===== src/rtl/key_filter_n.sv =====
// key_filter_n -- button/switch conditioner between board pins and the
// calculator control logic.
//
// Each pin goes through a 2-flop synchroniser and a consecutive-sample
// debounce filter. The filter is clocked by an internal sample tick, so
// everything runs on clk. Buttons also get press/release/long-press and
// auto-repeat pulses. Switches get a change pulse.
//
// Ports
//   clk          system clock (only clock)
//   rst_n        synchronous active-low reset
//   repeat_en    enables btn_repeat generation
//   btn_in       raw button pins, active-high        [NBTN]
//   sw_in        raw switch pins, active-high        [NSW]
//   btn_level    debounced button level              [NBTN]
//   btn_press    1-clk pulse, debounced rising edge  [NBTN]
//   btn_release  1-clk pulse, debounced falling edge [NBTN]
//   btn_long     1-clk pulse when hold reaches HOLD_TICKS
//   btn_repeat   1-clk auto-repeat pulse train
//   sw_level     debounced switch level              [NSW]
//   sw_change    1-clk pulse on any debounced switch transition
//
// REPEAT_TICKS is expected to be <= HOLD_TICKS; the repeat reload point
// sits REPEAT_TICKS below the long-press count.
module key_filter_n #(
  parameter int NBTN         = 5,
  parameter int NSW          = 8,
  parameter int TICK_DIV     = 500000,
  parameter int DEPTH        = 3,
  parameter int HOLD_TICKS   = 100,
  parameter int REPEAT_TICKS = 20
) (
  input  logic            clk,
  input  logic            rst_n,
  input  logic            repeat_en,
  input  logic [NBTN-1:0] btn_in,
  input  logic [NSW-1:0]  sw_in,
  output logic [NBTN-1:0] btn_level,
  output logic [NBTN-1:0] btn_press,
  output logic [NBTN-1:0] btn_release,
  output logic [NBTN-1:0] btn_long,
  output logic [NBTN-1:0] btn_repeat,
  output logic [NSW-1:0]  sw_level,
  output logic [NSW-1:0]  sw_change
);

  // Buttons occupy the low NBTN channels, switches the upper NSW.
  localparam int NCH = NBTN + NSW;
  localparam int PW  = $clog2(TICK_DIV + 1);
  localparam int CW  = $clog2(DEPTH);
  localparam int HW  = $clog2(HOLD_TICKS + REPEAT_TICKS + 1);

  localparam logic [PW-1:0] DIV_LAST    = PW'(TICK_DIV - 1);
  localparam logic [CW-1:0] CNT_LAST    = CW'(DEPTH - 1);
  localparam logic [HW-1:0] HOLD_TOP    = HW'(HOLD_TICKS);
  localparam logic [HW-1:0] HOLD_RELOAD = HW'(HOLD_TICKS - REPEAT_TICKS);

  logic [NCH-1:0]  sync1_q, sync2_q;
  logic [NCH-1:0]  level_q, level_d;
  logic [NCH-1:0]  rise_q, rise_d;
  logic [NCH-1:0]  fall_q, fall_d;
  logic [NCH-1:0]  toggle;
  logic [CW-1:0]   flt_cnt_q [NCH];
  logic [CW-1:0]   flt_cnt_d [NCH];
  logic [PW-1:0]   div_q, div_d;
  logic            tick;

  logic [HW-1:0]   hold_q    [NBTN];
  logic [HW-1:0]   hold_d    [NBTN];
  logic [HW-1:0]   hold_inc  [NBTN];
  logic [HW-1:0]   rep_inc   [NBTN];
  logic [NBTN-1:0] done_q, done_d;
  logic [NBTN-1:0] long_q, long_d;
  logic [NBTN-1:0] rep_q, rep_d;

  always_comb begin
    tick  = (div_q == DIV_LAST);
    div_d = tick ? '0 : div_q + 1'b1;

    toggle = '0;
    for (int i = 0; i < NCH; i++) begin
      flt_cnt_d[i] = flt_cnt_q[i];
      toggle[i]    = tick && (sync2_q[i] != level_q[i]) && (flt_cnt_q[i] == CNT_LAST);
      if (tick) begin
        // Any agreeing sample restarts the run of disagreeing samples.
        if ((sync2_q[i] == level_q[i]) || toggle[i])
          flt_cnt_d[i] = '0;
        else
          flt_cnt_d[i] = flt_cnt_q[i] + 1'b1;
      end
    end
    level_d = level_q ^ toggle;
    rise_d  = toggle & ~level_q;
    fall_d  = toggle & level_q;

    done_d = done_q;
    long_d = '0;
    rep_d  = '0;
    for (int j = 0; j < NBTN; j++) begin
      hold_d[j]   = hold_q[j];
      hold_inc[j] = hold_q[j] + 1'b1;
      // Sitting at the top means repeat was off; re-enabling restarts a period.
      rep_inc[j]  = ((hold_q[j] == HOLD_TOP) ? HOLD_RELOAD : hold_q[j]) + 1'b1;
      if (rise_d[j]) begin
        hold_d[j] = '0;
        done_d[j] = 1'b0;
        rep_d[j]  = repeat_en;
      end else if (fall_d[j]) begin
        hold_d[j] = '0;
        done_d[j] = 1'b0;
      end else if (tick && level_q[j]) begin
        if (!done_q[j]) begin
          hold_d[j] = hold_inc[j];
          if (hold_inc[j] == HOLD_TOP) begin
            long_d[j] = 1'b1;
            done_d[j] = 1'b1;
            rep_d[j]  = repeat_en;
            if (repeat_en)
              hold_d[j] = HOLD_RELOAD;
          end
        end else if (repeat_en) begin
          if (rep_inc[j] == HOLD_TOP) begin
            rep_d[j]  = 1'b1;
            hold_d[j] = HOLD_RELOAD;
          end else begin
            hold_d[j] = rep_inc[j];
          end
        end else begin
          hold_d[j] = (hold_q[j] == HOLD_TOP) ? HOLD_TOP : hold_inc[j];
        end
      end
    end
  end

  always_ff @(posedge clk) begin
    if (!rst_n) begin
      sync1_q   <= '0;
      sync2_q   <= '0;
      level_q   <= '0;
      rise_q    <= '0;
      fall_q    <= '0;
      div_q     <= '0;
      flt_cnt_q <= '{default: '0};
      hold_q    <= '{default: '0};
      done_q    <= '0;
      long_q    <= '0;
      rep_q     <= '0;
    end else begin
      sync1_q   <= {sw_in, btn_in};
      sync2_q   <= sync1_q;
      level_q   <= level_d;
      rise_q    <= rise_d;
      fall_q    <= fall_d;
      div_q     <= div_d;
      flt_cnt_q <= flt_cnt_d;
      hold_q    <= hold_d;
      done_q    <= done_d;
      long_q    <= long_d;
      rep_q     <= rep_d;
    end
  end

  assign btn_level   = level_q[NBTN-1:0];
  assign btn_press   = rise_q[NBTN-1:0];
  assign btn_release = fall_q[NBTN-1:0];
  assign btn_long    = long_q;
  assign btn_repeat  = rep_q;
  assign sw_level    = level_q[NCH-1:NBTN];
  assign sw_change   = rise_q[NCH-1:NBTN] | fall_q[NCH-1:NBTN];

endmodule


===== config.mk =====
export PLATFORM = sky130hd
export DESIGN_NAME = key_filter_n
export DESIGN_NICKNAME = d
export VERILOG_FILES = /design/src/rtl/key_filter_n.sv
export SDC_FILE = /design/constraint.sdc
export NUM_CORES = 1
export LEC_CHECK = 0
export CAP_MARGIN = 20
export CORE_MARGIN = 1
export CORE_UTILIZATION = 30
export CTS_BUF_LIST = sky130_fd_sc_hd__clkbuf_4 sky130_fd_sc_hd__clkbuf_8
export CTS_CLUSTER_DIAMETER = 80
export DETAILED_ROUTE_END_ITERATION = 10
export DONT_BUFFER_PORTS = 1
export PLACE_DENSITY = 0.44
export SLEW_MARGIN = 20
export SYNTH_ARGS = -nofsm -noshare
export SYNTH_HDL_FRONTEND = slang
export SYNTH_SLANG_ARGS = --single-unit
export TNS_END_PERCENT = 20

===== constraint.sdc =====
create_clock -name clk -period 3 [get_ports clk]
set_input_delay 0.75 -clock clk [delete_from_list [all_inputs] [get_ports clk]]
set_output_delay 0.75 -clock clk [all_outputs]
set_load 0.02 [all_outputs]

==> results.json <==
{
  "diodes": 0,
  "worstPathArrival_ns": 3.01,
  "synth_common_cells": "dfxtp_1 (160), nand2_1 (70), and2_1 (61)",
  "grt.total_usage_pct": 13.26,
  "post_cts_buffers": 0,
  "clockRootBuffer": "clkbuf_8",
  "cts_resized": 0,
  "grt_max_degree": 109,
  "first_global_vias": 5464,
  "gp_congestion": 0.7784,
  "seq_area_um2": 3203,
  "syn_inst": 861,
  "max_cap_violations": 0,
  "ys_seq_elements": 160,
  "rr_startpoint": "div_q[6]",
  "io_buffers": 0,
  "antenna_left": 0,
  "h-tree-depth": 4,
  "async_flop_share_pct": 0,
  "yosys.cell_count.top_type": "dfxtp_1",
  "clk_pin_slew_ns": 0.09,
  "gr-total-overflow": 0,
  "required_ns": 3.33,
  "numCtsBuffers": 17,
  "wl_met3_um": 690,
  "cpPeakStageDelay_ns": 0.57,
  "start_util_pct": 30.48,
  "cts_hold_buf": 0,
  "fin_crit_ns": 2.679,
  "timing.fmax_ghz": 0.3733,
  "wl_met2_mm": 7.165,
  "n_fill_cell": 2596,
  "via_count": 5589,
  "multi_input_area_um2": 3995,
  "wl_met1_mm": 7.946,
  "drt-initial-drc-count": 368,
  "final-setup-viol-count": 0,
  "core_um2": 25040,
  "cts_tree": "built",
  "synth_edf_count": 0,
  "io_pins": 57,
  "startpoint_type": "register",
  "finalHoldViolCount": 0,
  "syn_to_final_growth_pct": 8.657,
  "power_uw": 3768,
  "avgSynthCellArea_um2": 8.863,
  "critPathKind": "register to register",
  "ys_types": 62,
  "drt_pass1_iterations": 5,
  "vdd_drop_max_uv": 241.8,
  "detailed_place_hpwl_mm": 10.87,
  "finalNetCount": 913,
  "outcome": "finished clean",
  "drcViolationCount": 0,
  "drt_wl_total_mm": 16.01,
  "cellPowerDensity_nw_per_um2": 454.4,
  "yosysTopAreaCellShare_pct": 41.97,
  "antenna_found_initial": 0,
  "cts_max_path_buffers": 2,
  "synth_ff_type": "dfxtp_1",
  "viasPerCell": 4.697,
  "rows": 58,
  "yosys.area.top_type": "dfxtp_1",
  "die-area_um2": 26080,
  "yosysSeqAreaShare_pct": 41.97,
  "tns_ns": 0,
  "crit_chain": "or4_4, nor4_4, and2_2, and3_1, ha_1, nor2_1, nand2_1, a311oi_1, a21boi_0",
  "synth_area_leaders": "dfxtp_1 (42%), ha_1 (8.2%), and2_1 (5.0%)",
  "cp-end-kind": "register",
  "finClkSkew_ns": 0.01312,
  "dieWidth_um": 161.5,
  "critPathMaxFanout": 12,
  "grt_pass1_wl_mm": 27.72,
  "critPathSlowestCell": "or4_4",
  "grt_setup_unrepaired": "no",
  "hold_start": "sw_in[4]",
  "synth_warnings": 0,
  "worst_pin_slew_ns": 0.6665,
  "slew_viol_final": 0,
  "slew_headroom_pct": 54.96,
  "fin_crit_sh_pct": 89.29,
  "drive_above_1_share_pct": 8.488,
  "clock_latency_ns": 0.45,
  "syn_area_um2": 7631,
  "maxUsedRoutingLayer": "met4",
  "hp-class": "input port to register",
  "synth.net_count": 927,
  "cts_sinks": 160,
  "p_leak_uw": 0.003088,
  "crit_start": "div_q[6]",
  "die_h_um": 161.5,
  "routedWlPerCell_um": 13.45
}
==> layout by cell type, fill, tap and decap left out, types with 3 or more instances in the layout <==
master	netlist	routed
mux2i_1	3	3
xnor2_1	9	9
ha_1	50	50
a21boi_0	18	18
and3_2	6	6
nor2b_1	17	17
a211oi_1	9	9
o21ai_0	22	22
o21a_1	3	3
nand3b_1	3	3
o211ai_1	3	3
nand3_1	34	34
buf_4	13	16
a21boi_1	10	10
and3_1	23	23
a311oi_1	4	4
or4_1	3	3
and2_1	61	61
nor4bb_1	5	5
nand4_1	16	16
a31oi_1	15	15
inv_1	47	47
a21oi_1	28	28
nor3_1	11	11
dfxtp_1	160	160
nand4b_1	6	6
or2_2	9	9
clkbuf_8	1	19
nor4_1	5	5
clkinvlp_4	0	5
o31ai_1	4	4
nand2_1	70	70
nor2_1	57	57
nand2b_1	16	16
or3_1	29	29
xor2_1	29	29
==> state kept, by name (all words and copies together), names as in the netlist <==
register and cells:
fall_q 13, btn_repeat 5, level_q 13, flt_cnt_q 26, sync1_q 13, btn_long 5
rise_q 13, sync2_q 13, done_q 5, div_q 19, hold_q 35
==> worst max-delay path, delay by kind of cell (launching register included) <==
kind	cells	cell delay, ns
simple gates	6	1.79
flops	1	0.35
compound gates	2	0.23
fa+ha+maj	1	0.20
==> routing by layer <==
metal  vias up  track usage, %
met1      2564           17.33
li1       2920               -
met5         -               0
met2        92           21.08
met3        13           3.570
met4         0           4.288
==> logic make-up (layout without fill, tap and decap cells) <==
kind of cell / after synthesis / count (layout) / share of synthesized area [%]
compound gates: 127 / 127 / 10.81
xor+xnor: 38 / 38 / 4.361
fa+ha+maj: 50 / 50 / 8.198
buf+inv: 96 / 95 / 5.673
flops: 160 / 160 / 41.97
mux: 4 / 4 / 0.5411
simple gates: 386 / 386 / 28.45
==> metrics by stage <==
step	utilization [%]	instances	instance area (um2)	hold slack [ns]	setup WS, ns
floorplan	-	861	7631	0.4119	0.2350
global placement	31.58	1158	7908	0.4126	0.3621
detailed placement	31.58	1158	7908	0.4169	0.3158
CTS	33.12	1190	8292	0.3913	0.3082
global route	33.12	1190	8292	0.3761	0.1364
finish	33.12	1190	8292	0.4258	0.3214
==> area by class of cell <==
class / count / share of cell area [%]
clock buffers: 21 / 3.335
clock inverters: 11 / 1.298
inverters: 47 / 2.128
multi-input cells: 605 / 48.18
flip-flops and latches: 160 / 38.63
well taps: 330 / 4.980
repair buffers: 16 / 1.449
==> power breakdown <==
part,internal [uW],total (uW),switching [uW],leakage [uW]
clock network,725,1560,835,0.000182
logic,29.0,57.8,28.8,0.00161
registers,2140,2150,8.86,0.00129
==> path summary, 6_finish.rpt <==
path	slack [ns]	cells past startpoint	end
worst max-delay path	0.32	9	hold_q[32]
worst min-delay path	0.43	1	sync1_q[9]
worst max register to register	0.32	9	hold_q[32]
worst min register to register	0.44	1	sync2_q[11]
(Power assumes the default switching activity.)
